===== src/rtl/frame_sync_regs.sv =====
// Avalon-MM shadow register bank for the VGA renderer. Shadow values are copied to the
// live outputs once per frame, one clock after the vertical-blank commit point.
module frame_sync_regs #(
  parameter int AUTO_COMMIT = 0,
  parameter int VBLANK_LINE = 480,
  parameter int SCALE       = 5
) (
  input  logic        clk,
  input  logic        reset,
  input  logic        chipselect,
  input  logic        write,
  input  logic        read,
  input  logic [2:0]  address,
  input  logic [7:0]  writedata,
  output logic [7:0]  readdata,
  input  logic [10:0] hcount,
  input  logic [9:0]  vcount,
  output logic [7:0]  bg_r,
  output logic [7:0]  bg_g,
  output logic [7:0]  bg_b,
  output logic [10:0] h_start,
  output logic [10:0] h_end,
  output logic [10:0] v_start,
  output logic [10:0] v_end,
  output logic        commit_pending,
  output logic [7:0]  frame_count,
  output logic [1:0]  state_dbg
);

  // Avalon slave: writes complete in the cycle chipselect&write is high; reads
  // complete when chipselect&read is high and readdata is valid one cycle later.
  typedef enum logic [1:0] {IDLE = 2'd0, ARMED = 2'd1, COMMIT = 2'd2} state_t;

  state_t      state, state_next;
  logic [7:0]  sh_r, sh_g, sh_b;
  logic [10:0] sh_hs, sh_he, sh_vs, sh_ve;
  logic        dirty;
  logic        wr_en, commit_req, cp;
  logic [7:0]  rd_mux;

  assign wr_en      = chipselect & write;
  assign commit_req = wr_en && (address == 3'd7) && writedata[0];
  assign cp         = (hcount == 11'd0) && (vcount == 10'(VBLANK_LINE));

  function automatic logic [10:0] scale_up(input logic [7:0] b);
    return 11'(b) * 11'(SCALE);
  endfunction

  function automatic logic [7:0] scale_down(input logic [10:0] v);
    return 8'(v / 11'(SCALE));
  endfunction

  always_comb begin
    state_next = state;
    case (state)
      IDLE:    if (commit_req || ((AUTO_COMMIT != 0) && dirty)) state_next = ARMED;
      ARMED:   if (cp) state_next = COMMIT;
      COMMIT:  state_next = commit_req ? ARMED : IDLE;
      default: state_next = IDLE;
    endcase
  end

  always_ff @(posedge clk) begin
    if (reset) state <= IDLE;
    else       state <= state_next;
  end

  assign commit_pending = (state == ARMED);
  assign state_dbg      = state;

  always_ff @(posedge clk) begin
    if (reset) begin
      sh_r  <= 8'h00;
      sh_g  <= 8'h00;
      sh_b  <= 8'h80;
      sh_hs <= '0;
      sh_he <= '0;
      sh_vs <= '0;
      sh_ve <= '0;
    end else if (wr_en) begin
      case (address)
        3'd0:    sh_r  <= writedata;
        3'd1:    sh_g  <= writedata;
        3'd2:    sh_b  <= writedata;
        3'd3:    sh_hs <= scale_up(writedata);
        3'd4:    sh_he <= scale_up(writedata);
        3'd5:    sh_vs <= scale_up(writedata);
        3'd6:    sh_ve <= scale_up(writedata);
        default: ;
      endcase
    end
  end

  // A write landing in the COMMIT cycle must survive, so it outranks the clear.
  always_ff @(posedge clk) begin
    if (reset)                           dirty <= 1'b0;
    else if (wr_en && address != 3'd7)   dirty <= 1'b1;
    else if (state == COMMIT)            dirty <= 1'b0;
  end

  always_ff @(posedge clk) begin
    if (reset) begin
      bg_r    <= 8'h00;
      bg_g    <= 8'h00;
      bg_b    <= 8'h80;
      h_start <= '0;
      h_end   <= '0;
      v_start <= '0;
      v_end   <= '0;
    end else if (state == COMMIT) begin
      bg_r    <= sh_r;
      bg_g    <= sh_g;
      bg_b    <= sh_b;
      h_start <= (sh_hs > sh_he) ? sh_he : sh_hs;
      h_end   <= (sh_hs > sh_he) ? sh_hs : sh_he;
      v_start <= (sh_vs > sh_ve) ? sh_ve : sh_vs;
      v_end   <= (sh_vs > sh_ve) ? sh_vs : sh_ve;
    end
  end

  always_ff @(posedge clk) begin
    if (reset)   frame_count <= 8'd0;
    else if (cp) frame_count <= frame_count + 8'd1;
  end

  always_comb begin
    rd_mux = 8'h00;
    case (address)
      3'd0: rd_mux = sh_r;
      3'd1: rd_mux = sh_g;
      3'd2: rd_mux = sh_b;
      3'd3: rd_mux = scale_down(sh_hs);
      3'd4: rd_mux = scale_down(sh_he);
      3'd5: rd_mux = scale_down(sh_vs);
      3'd6: rd_mux = scale_down(sh_ve);
      3'd7: rd_mux = {commit_pending, dirty, 6'b0};
      default: rd_mux = 8'h00;
    endcase
  end

  always_ff @(posedge clk) begin
    if (reset)                   readdata <= 8'h00;
    else if (chipselect && read) readdata <= rd_mux;
  end

endmodule


===== config.mk =====
export PLATFORM = sky130hd
export DESIGN_NAME = frame_sync_regs
export DESIGN_NICKNAME = d
export VERILOG_FILES = /design/src/rtl/frame_sync_regs.sv
export SDC_FILE = /design/constraint.sdc
export NUM_CORES = 1
export LEC_CHECK = 0
export ABC_AREA = 1
export CAP_MARGIN = 10
export CELL_PAD_IN_SITES_DETAIL_PLACEMENT = 1
export CELL_PAD_IN_SITES_GLOBAL_PLACEMENT = 2
export CORE_MARGIN = 5
export CORE_UTILIZATION = 30
export CTS_CLUSTER_DIAMETER = 120
export DETAILED_ROUTE_END_ITERATION = 8
export GPL_ROUTABILITY_DRIVEN = 0
export PLACE_DENSITY_LB_ADDON = 0.15
export SYNTH_ARGS = -nofsm -noshare
export SYNTH_HDL_FRONTEND = slang
export SYNTH_SLANG_ARGS = --single-unit

===== constraint.sdc =====
create_clock -name clk -period 5.6 [get_ports clk]
set_clock_uncertainty 0.2 [all_clocks]
set_input_delay 1.12 -clock clk [delete_from_list [all_inputs] [get_ports clk]]
set_output_delay 1.12 -clock clk [all_outputs]
set_load 0.005 [all_outputs]

==> metrics.txt <==
number of synthesized flops with an enable pin 0; Synthesized Nets 1197; Hold WS 0.253 ns; clock latency on the worst-skew pair 0.44 ns; Clock Path Buffers 2; DRC viols 0; post-synthesis sequential area ratio 0.386; WHS Path Cells 1; Die ar. 30200 µm²; via count 7810; Synth Register Bits 155; minimum clock period 5.14 ns; CP required 5.74 ns; Top FF cell, synth dfxtp_1; Synth Warn # 0; crit path capture type flip-flop; Die Y-Extent 174 µm; main area contributors after synthesis dfxtp_1 (39%), a21oi_1 (11%), o21ai_0 (9.5%); initial antenna violation count 0; WL/cell 17.3 µm; largest stage delay on the critical path 0.45 ns; max_cap viols 0; hold path endpoint frame_count[7]$_SDFFE_PP0P_; CTS tree done; synthesized area 8040 µm²; # hold bufs at CTS 0; Fin. Hold Viols 0; row count 60; final setup vio count 0; antenna cell count 0; VDD IR max 0.128 mV; Cell Pwr Density 281 nW/µm²; drt via density 4.93; cells after synthesis 1122; violation count after the first detailed-route iteration 335; Die W 174 µm; number of nets in the layout 1306; most common cell in the netlist a21oi_1; RR Startpoint sh_vs[8]$_SDFFE_PP0P_; gr usage total 0.180; Resize count post-CTS 0; Total Power 2890 µW; Worst-Margin Slew 0.919 ns; Critical Path Source Type input port; # Post-CTS Setup Buffers 0; Crit Path Category in -> reg; first-pass GRT wire length 43600 µm; Min-Delay Path Class reg -> reg; I/O pin count 124; CTS Root Cell clkbuf_16; CP arrival 5.27 ns; DP Wirelength 20600 µm; Buffers on Ports 123; Finished Layout Cells 1585; htree depth 4; antenna viol nets, final 0; commonest cells in the netlist a21oi_1 (171), dfxtp_1 (155), o21ai_0 (152); Worst path most repeated cell nand2_1; status completed; fin crit share 0.917; Placed Cells 1553; final WL 27500 µm; Clk pin slew, worst setup/hold paths 0.08 ns; RR Endpoint readdata[0]$_SDFFE_PP0P_; Clock Sinks 155; number of detailed-route iterations in the first pass 4; vias in the first global route 7749; share of the synthesized area in the top cell type 0.386; layout cell share with drive strength beyond 1 0.100; Rel. slew slack 0.385; total core area 26700 µm²; average size of a mapped cell 7.17 µm²; Synth area leader dfxtp_1; slowest CP cell clkdlybuf4s50_1; TritonCTS Buffers 17; unrepaired setup endpoints after global routing no; async set-reset flop share out of synthesis 0; Finished Core Util 0.387; Initial Util 0.302; hold path startpoint frame_count[7]$_SDFFE_PP0P_; Max Slew Vio Count 0; Synth cell types 46; worst r2r path cells 38; total congestion overflow 0; R2R Setup Slk 1.42 ns; Leak 0.00424 µW; Area growth syn-to-layout 28.2%; Max FO, Critical Path 8; largest net degree at the start of global routing 72; Fmax 195 MHz
-- layer usage --
layer  global-route usage  share of wire  wire [µm]  up-vias
met5                    0              0          0        -
met4               0.0439          0.012        333        0
met3               0.0336          0.036        981       15
met2                0.295           0.46      12600      111
met1                0.246           0.49      13500     3714
li1                     -              -          -     3970
-- area by class of cell --
type | count | area, µm²
flip-flops and latches | 155 | 3100
multi-input cells | 767 | 4250
fillers | 3293 | 16300
clock inverters | 14 | 166
clock buffers | 18 | 439
inverters | 148 | 556
well taps | 341 | 427
repair buffers | 142 | 1370
-- registers in the layout (all words and copies together) (netlist names), 11 cells and up --
| register | flops |
|---|---|
| sh_he | 11 |
| sh_hs | 11 |
| sh_ve | 11 |
| v_end | 11 |
| sh_vs | 11 |
| h_start | 11 |
| h_end | 11 |
| v_start | 11 |
-- cells by family after synthesis --
logic type / Yosys count / synth area share
AO/OA/AOI/OAI: 363 / 0.239
XOR/XNOR: 6 / 0.00653
adder cells (fa/ha/maj): 38 / 0.0600
buffers and inverters: 200 / 0.0954
flip-flops: 155 / 0.386
multiplexers: 1 / 0.00171
AND/OR/NAND/NOR: 359 / 0.211
-- cells in the final DEF (no fill, tap or decap), types with 3 or more instances in the layout --
cell             count
o21ai_1              5
buf_4               19
dfxtp_1            155
clkbuf_16           17
nor2_2               4
nand3_2             11
nand3_1             43
o21bai_1             3
o22ai_1              4
nand2_1            146
o211ai_1             3
inv_1              134
nand2_2             19
o21ai_0            152
inv_8                6
nor2_1              95
nor4_1               6
clkinv_8             4
a21oi_1            171
nor2_4               3
xor2_1               5
o21ai_2              3
nand2_4             11
o221ai_1             9
ha_1                37
inv_2               13
clkdlybuf4s50_1    120
nand4_1             13
-- worst max path at each step --
stage | startpoint | end | slack, ns | cells after the start
6_report | address[0] | readdata[0]$_SDFFE_PP0P_ | 0.46 | 39
5_1_grt | address[0] | readdata[0]$_SDFFE_PP0P_ | 0.02 | 47
3_5_place_dp | address[0] | readdata[0]$_SDFFE_PP0P_ | -0.05 | 49
2_1_floorplan | address[0] | readdata[0]$_SDFFE_PP0P_ | 0.88 | 46
4_1_cts | address[0] | readdata[0]$_SDFFE_PP0P_ | 0.41 | 49
3_3_place_gp | address[1] | readdata[0]$_SDFFE_PP0P_ | 0.08 | 38
-- where the power goes --
group	leakage [µW]	internal [µW]	total [µW]	switching, µW
sequential	0.00125	1120	1130	13.1
clock	0.000294	616	1190	572
combinational	0.00269	193	576	383
-- critical path, delay by kind of cell --
family / cells / cell delay, ns
adders and majority gates: 1 / 0.17
muxes: 1 / 0.33
and+or+nand+nor: 25 / 2.05
AOI/OAI and AO/OA: 3 / 0.49
buffers and inverters: 9 / 1.10
-- metrics by stage --
stage	instance area, µm²	setup TNS (ns)	worst slack [ns]
2_1_floorplan	8040	0	0.884
3_5_place_dp	9670	-0.0507	-0.0507
4_1_cts	10300	0	0.410
5_1_grt	10300	0	0.0232
6_report	10300	0	0.463
3_3_place_gp	9670	0	0.0801
Note: power is estimated with default switching activity, not from simulation.
